[src/rtl/qr_recombine.sv]
`default_nettype none
// ============================================================================
// Module   : qr_recombine
// Purpose  : Captures one 16-beat Q/R frame, rebuilds A_hat = Q^T * R with a
//            single sequential MAC and streams it out as rounded 8-bit samples.
// Revision : 1.0 - initial release
// ============================================================================
module qr_recombine #(
    parameter int Q_DATA_WIDTH = 12,
    parameter int OUT_WIDTH    = 8,
    parameter int Q_FRAC       = 10,
    parameter int R_FRAC       = 3
) (
    input  logic                           clk,
    input  logic                           rst,
    input  logic                           in_valid,
    input  logic signed [Q_DATA_WIDTH-1:0] in_q,
    input  logic signed [Q_DATA_WIDTH-1:0] in_r,
    output logic                           out_valid,
    output logic signed [OUT_WIDTH-1:0]    out
);

    localparam int PROD_W = 2 * Q_DATA_WIDTH;
    localparam int ACC_W  = PROD_W + 2;
    localparam int SHIFT  = Q_FRAC + R_FRAC;

    localparam logic signed [ACC_W:0] c_rnd     = (ACC_W+1)'(1) << (SHIFT - 1);
    localparam logic signed [ACC_W:0] c_sat_max = (ACC_W+1)'((1 << (OUT_WIDTH - 1)) - 1);
    localparam logic signed [ACC_W:0] c_sat_min = -((ACC_W+1)'(1) << (OUT_WIDTH - 1));

    typedef enum logic [1:0] {
        IDLE    = 2'd0,
        RD_DATA = 2'd1,
        CAL     = 2'd2,
        OUTPUT  = 2'd3
    } state_t;

    state_t                         state_q, state_d;
    logic [8:0]                     cnt_q, cnt_d;
    logic signed [ACC_W-1:0]        acc_q, acc_d;
    logic signed [OUT_WIDTH-1:0]    out_q, out_d;
    logic                           out_valid_q, out_valid_d;

    logic signed [Q_DATA_WIDTH-1:0] q_mem   [16];
    logic signed [Q_DATA_WIDTH-1:0] r_mem   [16];
    logic signed [OUT_WIDTH-1:0]    res_mem [16];

    logic                           in_we;
    logic                           res_we;
    logic [1:0]                     term;
    logic [1:0]                     row_i;
    logic [1:0]                     col_j;
    logic signed [Q_DATA_WIDTH-1:0] q_sel;
    logic signed [Q_DATA_WIDTH-1:0] r_sel;
    logic signed [PROD_W-1:0]       prod;
    logic signed [ACC_W-1:0]        mac;
    logic signed [ACC_W:0]          rnd_sum;
    logic signed [ACC_W:0]          rnd_shift;
    logic signed [OUT_WIDTH-1:0]    res_sat;

    // cnt in CAL = {row_i, col_j, term}; Q is read transposed (column row_i).
    assign term  = cnt_q[1:0];
    assign col_j = cnt_q[3:2];
    assign row_i = cnt_q[5:4];
    assign q_sel = q_mem[{term, row_i}];
    assign r_sel = r_mem[{term, col_j}];
    assign prod  = q_sel * r_sel;

    always_comb begin
        mac = {{(ACC_W-PROD_W){prod[PROD_W-1]}}, prod};
        if (term != 2'd0) begin
            mac = acc_q + mac;
        end
        rnd_sum   = {mac[ACC_W-1], mac} + c_rnd;
        rnd_shift = rnd_sum >>> SHIFT;
        if (rnd_shift > c_sat_max) begin
            res_sat = c_sat_max[OUT_WIDTH-1:0];
        end else if (rnd_shift < c_sat_min) begin
            res_sat = c_sat_min[OUT_WIDTH-1:0];
        end else begin
            res_sat = rnd_shift[OUT_WIDTH-1:0];
        end
    end

    always_comb begin
        state_d     = state_q;
        cnt_d       = cnt_q;
        acc_d       = acc_q;
        out_d       = out_q;
        out_valid_d = out_valid_q;
        in_we       = 1'b0;
        res_we      = 1'b0;
        case (state_q)
            RD_DATA: begin
                if (in_valid) begin
                    in_we = 1'b1;
                    if (cnt_q == 9'd15) begin
                        cnt_d   = 9'd0;
                        state_d = CAL;
                    end else begin
                        cnt_d = cnt_q + 9'd1;
                    end
                end
            end
            CAL: begin
                acc_d  = mac;
                res_we = (term == 2'd3);
                if (cnt_q == 9'd63) begin
                    cnt_d   = 9'd0;
                    state_d = OUTPUT;
                end else begin
                    cnt_d = cnt_q + 9'd1;
                end
            end
            OUTPUT: begin
                if (cnt_q == 9'd16) begin
                    out_d       = '0;
                    out_valid_d = 1'b0;
                    cnt_d       = 9'd0;
                    state_d     = IDLE;
                end else begin
                    out_d       = res_mem[cnt_q[3:0]];
                    out_valid_d = 1'b1;
                    cnt_d       = cnt_q + 9'd1;
                end
            end
            default: begin
                cnt_d   = 9'd0;
                state_d = RD_DATA;
            end
        endcase
    end

    always_ff @(posedge clk) begin
        if (rst) begin
            state_q     <= RD_DATA;
            cnt_q       <= 9'd0;
            acc_q       <= '0;
            out_q       <= '0;
            out_valid_q <= 1'b0;
        end else begin
            state_q     <= state_d;
            cnt_q       <= cnt_d;
            acc_q       <= acc_d;
            out_q       <= out_d;
            out_valid_q <= out_valid_d;
            if (in_we) begin
                q_mem[cnt_q[3:0]] <= in_q;
                r_mem[cnt_q[3:0]] <= in_r;
            end
            if (res_we) begin
                res_mem[cnt_q[5:2]] <= res_sat;
            end
        end
    end

    assign out       = out_q;
    assign out_valid = out_valid_q;

endmodule
`default_nettype wire

[config.mk]
export PLATFORM = sky130hd
export DESIGN_NAME = qr_recombine
export DESIGN_NICKNAME = d
export VERILOG_FILES = /design/src/rtl/qr_recombine.sv
export SDC_FILE = /design/constraint.sdc
export NUM_CORES = 1
export LEC_CHECK = 0
export ABC_AREA = 1
export CORE_UTILIZATION = 64
export CTS_CLUSTER_DIAMETER = 120
export DETAILED_ROUTE_END_ITERATION = 10
export PLACE_DENSITY = 0.81
export SETUP_SLACK_MARGIN = 0.2
export SYNTH_ARGS = -nofsm -noshare
export SYNTH_HDL_FRONTEND = slang
export SYNTH_SLANG_ARGS = --single-unit
[constraint.sdc]
create_clock -name clk -period 10.2 [get_ports clk]
set_input_delay 1.02 -clock clk [delete_from_list [all_inputs] [get_ports clk]]
set_output_delay 1.02 -clock clk [all_outputs]
set_load 0.05 [all_outputs]
Yosys cells after proc, flatten, opt, wreduce, memory -nomap -nowiden
Memory sizes are Yosys's and may differ from the RTL's. A register that Yosys moved wholly into a read port is not among the register bits.
Cells that the tools add are included.
{"block": "totals", "in_bits": 27, "mem_count": 3, "ram_bits": 512, "reg_bits": 46}
{"name": "q_mem", "words": 16, "width": 12, "rd": 1, "rd_clocked_by_memory_dff": 1, "wr": 1, "line": "44", "text": "logic signed [Q_DATA_WIDTH-1:0] q_mem [16];"}
{"name": "r_mem", "words": 16, "width": 12, "rd": 1, "rd_clocked_by_memory_dff": 1, "wr": 1, "line": "45", "text": "logic signed [Q_DATA_WIDTH-1:0] r_mem [16];"}
{"name": "res_mem", "words": 16, "width": 8, "rd": 1, "rd_clocked_by_memory_dff": 1, "wr": 1, "line": "46", "text": "logic signed [OUT_WIDTH-1:0] res_mem [16];"}
{"block": "classes", "muxes": 30, "n_mul": 1, "n_reduce_logical": 2, "n_addsub": 3, "n_lt_le_gt_ge": 2, "eq_ne": 11}
{"operator": "9-bit two-way mux", "count": 4}
{"operator": "26-bit by 14-bit adder with 27-bit output, second input constant", "count": 1}
{"operator": "9-bit one-hot mux with 3 select lines", "count": 1}
{"operator": "26-bit by 24-bit adder with 26-bit output", "count": 1}
{"operator": "26-bit two-way mux", "count": 1}
{"operator": "12-bit by 12-bit multiplier with 24-bit output", "count": 1}
{"operator": "4-bit two-way mux", "count": 6}
{"operator": "8-bit two-way mux", "count": 3}
{"operator": "14-bit by 8-bit greater-than comparator with 1-bit output, second input constant", "count": 1}
{"operator": "14-bit by 8-bit < comparator with 1-bit output, second input constant", "count": 1}
{"operator": "1-bit two-way mux", "count": 10}
{"operator": "9-bit by 1-bit adder with 9-bit output, second input constant", "count": 1}
{"operator": "9-bit by 4-bit == test with 1-bit output, second input constant", "count": 1}
{"operator": "9-bit by 5-bit == test with 1-bit output, second input constant", "count": 1}
{"operator": "9-bit by 6-bit == test with 1-bit output, second input constant", "count": 1}
{"operator": "2-bit two-way mux", "count": 4}
{"operator": "2-bit inequality test, second input constant", "count": 4}
{"operator": "2-bit == test, second input constant", "count": 3}
{"operator": "2-bit one-hot mux with 3 select lines", "count": 1}
{"operator": "4-bit AND reduction", "count": 1}
{"operator": "2-bit by 1-bit == test with 1-bit output, second input constant", "count": 1}
{"operator": "2-bit nonzero test", "count": 1}

Logic depth before layout (Yosys ltp)
Gate-level depths: netlist of the first run.
{"block": "depth", "depth_word": 7, "mapped_depth": 53}

Worst setup path after synthesis of the first run
No wires, ideal clock.
{"block": "synth_timing", "path_type": "reg2reg", "start": "register with a tool-made name", "end": "memory res_mem[0][0] (data pin)", "synth_period_minus_slack_ps": 8226, "setup_ps": 320, "t_arrival_ps": 7906, "stages_incl_launch_ff": 46, "path_slack_ps": 1974, "t_required_ps": 9880, "cell_sequence": "dfxtp_1 > clkbuf_1 > clkbuf_1 > buf_2 > nor2_1 > o221ai_1 > nand3_1 > nand2_1 > clkbuf_1 > nand2_1 > fa_1 > fa_1 > fa_1 > inv_1 > fa_1 > inv_1 > fa_1 > inv_1 > (+10 left out) > nor2_2 > nand2_1 > a31o_1 > nand3_1 > nand2_1 > inv_1 > ha_1 > nand3_2 > nor2_4 > nand2_2 > nor2_4 > nand3_2 > nand2_2 > inv_2 > nor2_2 > nand3_2 > nand2_4 > nand2_1"}
{"item": "to (decl)", "line": "46"}

==> results.tsv, run 1 <==
stage	metric	value	unit
grt	largest net degree at the start of global routing	141	
detailed_routing	via count	22500	
grt	GR Overflow Total	0	
clock_tree	CTS tree	yes	
grt	first-pass GRT wire length	118000	um
sta	final setup fails	0	
synthesis	post-synthesis sequential area ratio	53.0	%
job	Max Cap Violations	0	
hold_path	HP Class	reg2reg	
synthesis	Avg Cell Area, Syn	10.1	um^2
sta	maximum clock rate	0.106	GHz
clock_tree	Hold Buf Count CTS	0	
synthesis	Most used DFF post-synth	edfxtp_1	
setup_path	Crit. End Element	flip-flop	
sta	part of the cycle the worst path needs	92.3	%
finish	final cell count without fillers	3710	
synthesis	post-synthesis cell area	0.0310	mm^2
floorplanning	Die H	222	um
detailed_routing	drt first pass iters	6	
sta	unrepaired setup endpoints after global routing	no	
synthesis	synth cell count leaders	559 x nand2_1, 512 x edfxtp_1, 457 x inv_1	
clock_tree	Worst-Skew Late Latency	0.63	ns
floorplanning	full die area	0.0493	mm^2
finish	Area Overhead vs Synth	9.01	%
setup_path	critical path startpoint category	flip-flop	
detailed_routing	Iteration-0 DRC Markers	2750	
grt	initial antenna violation count	2	
synthesis	top cells by area, synth	edfxtp_1 50%, fa_1 9.0%, nand2_1 6.8%, inv_1 5.5%, o21ai_0 4.1%	
floorplanning	IO Pins	36	
setup_path	WP data arrival	9.65	ns
clock_tree	cts bufs inserted	56	
synthesis	Synth top area share	49.6	%
synthesis	Synth Warn #	0	
placed_design	port bufs	35	
synthesis	post-synth top area cell	edfxtp_1	
detailed_routing	Routed WL per cell	20.6	um
synthesis	Unique masters post-synth	42	
clock_tree	H-tree depth	2	
floorplanning	overall die width	222	um
synthesis	Synth Register Bits	564	
detailed_routing	Routed Antenna Nets	0	
sta	Slew @ Worst Pin	1.27	ns
placed_design	post-placement cell count	3608	
placed_design	placed wire-length estimate	47700	um
synthesis	Mapped Nets	3325	
sta	final setup skew	0.0210	ns
hold_path	hold path depth	2	
setup_path	Worst path slowest cell	fa_1	
setup_path	slowest stage delay, CP	0.55	ns
setup_path	CP required	10.44	ns
synthesis	Syn Inst Count	3073	
setup_path	most frequent cell on the critical path	nand2_1	
clock_tree	clk sinks	564	
synthesis	number of flops mapped to enable cells by yosys	512	
synthesis	top-count cell post-synth	nand2_1	
finish	number of fill cells	3254	
grt	Total GRT Usage	31.3	%
clock_tree	Clk pin slew, worst setup/hold paths	0.06	ns
clock_tree	clock root buffer	clkbuf_16	
floorplanning	core area	0.0477	mm^2
floorplanning	row cnt	80	
detailed_routing	drt total wl	76300	um
sta	Slew Viols, Final	0	
sta	endpoints failing hold	0	
placed_design	gpl congestion	0.952	
synthesis	asr flop ratio synth	0	%
sta	Setup TNS	0	ns
finish	share of layout cells above drive strength 1	7.53	%
detailed_routing	DRC viols	0	
setup_path	critical path class	reg2reg	
detailed_routing	Via density	6.06	
floorplanning	initial core utilization	64.9	%
outcome	status	finished clean	
setup_path	FF-to-FF path depth	42	
setup_path	CP Max Fanout	49	
sta	Slew HR	14.9	%
clock_tree	Longest Clk Path Bufs	3	
sta	min Tclk post-route	9.41	ns
finish	fin nets	3304	
grt	vias in the first global route	22000	
==> routing by layer <==
metal	GRT usage, %	vias to the layer above	part of all wire [%]
met5	0	-	0
met4	12.7	0	3.4
met3	4.32	215	9.5
met2	51.7	1249	48
li1	-	10300	-
met1	42.1	10700	39
==> layout make-up <==
cell class	count	area, um^2	area share [%]
Antenna cell	2	5.00	0.0148
Clock buffer	65	1440	4.25
Clock inverter	34	289	0.856
Inverter	470	1770	5.23
Multi-Input combinational cell	1898	12400	36.7
Sequential cell	564	16400	48.7
Tap cell	615	769	2.28
Timing Repair Buffer	62	664	1.97
==> path summary, 6_finish.rpt <==
check | to | from | slack, ns
max | res_mem[13][5]$_DFFE_PP_ | flip-flop | 0.79
min | out[2]$_SDFFE_PP0N_ | out[2]$_SDFFE_PP0N_ | 0.47
max reg2reg | res_mem[13][5]$_DFFE_PP_ | flip-flop | 0.79
min reg2reg | out[2]$_SDFFE_PP0N_ | out[2]$_SDFFE_PP0N_ | 0.47
==> critical path: cells and delay by family, from the launching register on <==
kind | cells | cell delay [ns]
AO/OA/AOI/OAI | 5 | 1.05
adder cells (fa/ha/maj) | 7 | 3.21
buffers and inverters | 10 | 1.26
flip-flops | 1 | 0.34
AND/OR/NAND/NOR | 20 | 3.10
==> layout by cell type, fill, tap and decap left out, types with 3 or more instances in the layout <==
| master | synthesis | routed |
|---|---|---|
| nand2_1 | 559 | 543 |
| o221ai_1 | 50 | 50 |
| a31oi_1 | 5 | 5 |
| xnor2_1 | 5 | 5 |
| clkbuf_1 | 113 | 9 |
| clkdlybuf4s50_1 | 0 | 35 |
| clkinvlp_4 | 0 | 4 |
| dfxtp_2 | 0 | 3 |
| buf_12 | 0 | 8 |
| nand3_1 | 109 | 109 |
| xor2_1 | 18 | 18 |
| a21oi_1 | 110 | 110 |
| o21bai_1 | 4 | 4 |
| edfxtp_1 | 512 | 512 |
| mux2i_1 | 48 | 48 |
| nor3_1 | 7 | 6 |
| buf_4 | 0 | 17 |
| nand3_2 | 17 | 17 |
| nor2_2 | 22 | 22 |
| a21oi_2 | 4 | 4 |
| nor2_4 | 5 | 21 |
| nand2_2 | 19 | 35 |
| o21ai_0 | 253 | 253 |
| o22ai_1 | 30 | 30 |
| fa_1 | 139 | 139 |
| inv_1 | 457 | 454 |
| nand4_1 | 19 | 19 |
| clkbuf_16 | 0 | 56 |
| clkinv_2 | 0 | 11 |
| ha_1 | 86 | 86 |
| inv_2 | 11 | 13 |
| nor2_1 | 282 | 266 |
| clkinv_1 | 2 | 13 |
| o211ai_1 | 87 | 87 |
| dfxtp_1 | 52 | 46 |
| nand2_4 | 5 | 5 |
| dfxtp_4 | 0 | 3 |
==> state kept, by name, summed over array words and instances (netlist names), named ones only <==
register / flops
q_mem: 192
acc_q: 26
state_q: 2
res_mem: 128
cnt_q: 9
out_valid: 1
out: 8
r_mem: 192
==> cell families after synthesis <==
logic type / share of synthesized area, %
muxes: 1.55
xor gates and xnor gates: 0.650
buffers and inverters: 7.49
AOI/OAI and AO/OA: 10.5
adders and majority gates: 12.5
DFF: 53.0
and+or+nand+nor: 14.3
==> timing repair <==
| item | in CTS | in global routing |
|---|---|---|
| setup buffers | 0 | 1 |
| setup endpoints to repair | 0 | 112 |
| resized for setup | 0 | 20 |
==> stage by stage <==
step | setup slack (ns) | utilization [%] | area (um^2) | hold slack [ns]
5_1_grt | 0.244 | 70.7 | 33800 | 0.484
6_report | 0.790 | 70.7 | 33800 | 0.467
3_5_place_dp | 0.639 | 67.0 | 32000 | 0.462
2_1_floorplan | 1.97 | - | 31000 | 0.450
3_3_place_gp | 0.877 | 67.0 | 32000 | 0.457
4_1_cts | 0.565 | 70.6 | 33700 | 0.471
Power of run 1 is left out: the tool's default activity adds up to more than one toggle a clock period on the data nets, which glitch-free logic cannot reach.
==> inputs of run 2 (changes only) <==
--- a/config.mk
+++ b/config.mk
@@ -9,8 +9,9 @@
 export CORE_UTILIZATION = 64
 export CTS_CLUSTER_DIAMETER = 120
 export DETAILED_ROUTE_END_ITERATION = 10
-export PLACE_DENSITY = 0.81
+export PLACE_DENSITY_LB_ADDON = 0.3
 export SETUP_SLACK_MARGIN = 0.2
 export SYNTH_ARGS = -nofsm -noshare
 export SYNTH_HDL_FRONTEND = slang
 export SYNTH_SLANG_ARGS = --single-unit
+export TNS_END_PERCENT = 100
==> results.tsv, run 2 (synthesis gave the netlist of run 1 again) <==
stage	metric	value	unit	change
grt	first-pass GRT wire length	121000	um	+2.5%
sta	maximum clock rate	0.107	GHz	+0.86%
clock_tree	clk sinks	564		unchanged
setup_path	reg2reg setup slack	0.87	ns	+0.08 ns
detailed_routing	Routed WL per cell	21.2	um	+3.0%
sta	unrepaired setup endpoints after global routing	no		
clock_tree	H-tree depth	2		unchanged
sta	min Tclk post-route	9.33	ns	-0.0806 ns
finish	final cell count without fillers	3712		+0.054%
detailed_routing	drt first pass iters	6		unchanged
finish	number of fill cells	3309		+1.7%
hold_path	hold endpoint	out[7]$_SDFFE_PP0N_		
outcome	status	finished clean		
clock_tree	clock root buffer	clkbuf_16		
job	Max Cap Violations	0		unchanged
setup_path	kind of cell adding the most delay to the critical path	adder cells		
setup_path	FF-to-FF path depth	40		-4.8%
detailed_routing	Routed Antenna Nets	0		unchanged
clock_tree	Worst-Skew Late Latency	0.64	ns	about the same
finish	fin nets	3305		+0.030%
setup_path	slowest stage delay, CP	0.64	ns	+0.09 ns
floorplanning	overall die width	222	um	unchanged
hold_path	hold_sp	out[7]$_SDFFE_PP0N_		
hold_path	HP Class	reg2reg		
detailed_routing	DRC viols	0		unchanged
setup_path	critical path class	reg2reg		
grt	vias in the first global route	22400		+2.0%
detailed_routing	drt total wl	78600	um	+3.0%
sta	Setup TNS	0	ns	unchanged
detailed_routing	met2 wire len	38500	um	+4.7%
grt	largest net degree at the start of global routing	78		-45%
floorplanning	full die area	0.0493	mm^2	unchanged
sta	Slew @ Worst Pin	1.20	ns	-0.0766 ns
floorplanning	Die H	222	um	unchanged
setup_path	CP Max Fanout	56		+14%
placed_design	placed wire-length estimate	49800	um	+4.5%
setup_path	CP required	10.45	ns	about the same
finish	Ant. Diodes	0		-2
sta	endpoints failing hold	0		unchanged
clock_tree	CTS tree	yes		
clock_tree	Hold Buf Count CTS	0		unchanged
floorplanning	row cnt	80		unchanged
finish	share of layout cells above drive strength 1	7.14	%	-0.40 points
clock_tree	cts bufs inserted	56		unchanged
detailed_routing	met3 routed WL	6980	um	-3.6%
setup_path	Worst R2R End	res_mem[15][5]$_DFFE_PP_		
detailed_routing	via count	22500		+0.0044%
clock_tree	Clk pin slew, worst setup/hold paths	0.07	ns	about the same
finish	Area Overhead vs Synth	8.96	%	about the same
detailed_routing	routed length on met1	30300	um	+2.2%
setup_path	critical path startpoint category	flip-flop		
finish	most common cell after layout, fill and taps aside	nand2_1		
detailed_routing	Via density	6.05		about the same
placed_design	post-placement cell count	3608		unchanged
sta	final setup skew	0.0571	ns	+0.0361 ns
floorplanning	core area	0.0477	mm^2	unchanged
setup_path	Crit. End Element	flip-flop		
setup_path	Worst path slowest cell	fa_1		
placed_design	port bufs	35		unchanged
setup_path	most frequent cell on the critical path	nand2_1		
placed_design	gpl congestion	0.967		+1.6%
detailed_routing	Iteration-0 DRC Markers	2575		-6.4%
clock_tree	Longest Clk Path Bufs	3		unchanged
sta	Slew HR	19.9	%	+5.0 points
hold_path	hold path depth	2		unchanged
floorplanning	IO Pins	36		unchanged
setup_path	WP data arrival	9.58	ns	-0.07 ns
grt	initial antenna violation count	1		-1
sta	part of the cycle the worst path needs	91.5	%	-0.79 points
finish	area occupied by multi-input gates	0.0124	mm^2	-0.24%
detailed_routing	uppermost layer routed	met5		
finish	commonest non-fill, non-tap cells in the layout	555 x nand2_1, 512 x edfxtp_1, 453 x inv_1, 266 x nor2_1, 253 x o21ai_0		
sta	Slew Viols, Final	0		unchanged
grt	GR Overflow Total	0		unchanged
floorplanning	initial core utilization	64.9	%	unchanged
setup_path	Buf/Inv on CP	7		-3
sta	final setup fails	0		unchanged
finish	FF/Latch Area	0.0164	mm^2	about the same
grt	Total GRT Usage	32.2	%	+0.90 points
sta	final hold slack	0.468	ns	+0.000607 ns
==> run 2: stage by stage <==
step | area [um^2] | worst slack (ns) | utilization [%]
CTS | 33700 | 0.557 | 70.5
detailed placement | 31900 | 0.611 | 66.8
finish | 33700 | 0.870 | 70.7
global placement | 31900 | 0.831 | 66.8
global route | 33700 | 0.204 | 70.7
floorplan | 31000 | 1.97 | -
==> run 2: tightest hold or removal path, cell delays in order (launching register included) <==
cell and delay (ns):
dfxtp_1 0.31, nand2_1 0.06, a21oi_1 0.05
==> run 2: cell type report <==
class | count | area share [%]
clock buffer | 73 | 4.41
clock inverter | 29 | 0.760
inverter | 470 | 5.25
multi-input combinational | 1898 | 36.7
sequential | 564 | 48.7
tap | 615 | 2.28
timing repair buffer | 63 | 1.95
==> run 2: metal layers <==
| layer | global-route usage [%] | vias up |
|---|---|---|
| met4 | 13.6 | 2 |
| met1 | 42.2 | 10800 |
| met2 | 54.2 | 1170 |
| met5 | 0 | - |
| met3 | 4.36 | 213 |
| li1 | - | 10300 |
==> run 2: worst max-delay path by stage <==
| stage | slack [ns] | cells after the start | end |
|---|---|---|---|
| after floorplan | 1.97 | 45 | res_mem[0][0]$_DFFE_PP_ |
| after global placement | 0.83 | 39 | res_mem[8][5]$_DFFE_PP_ |
| after detailed placement | 0.61 | 43 | res_mem[11][5]$_DFFE_PP_ |
| after CTS | 0.56 | 42 | res_mem[12][2]$_DFFE_PP_ |
| after global routing | 0.20 | 44 | res_mem[2][5]$_DFFE_PP_ |
| final | 0.87 | 40 | res_mem[15][5]$_DFFE_PP_ |
==> run 2: repair_timing <==
action | CTS | global route
buffers inserted | 0 | 2
endpoints found under the setup margin | 0 | 112
gates resized for setup | 0 | 13
Power of run 2 is left out for the same reason.
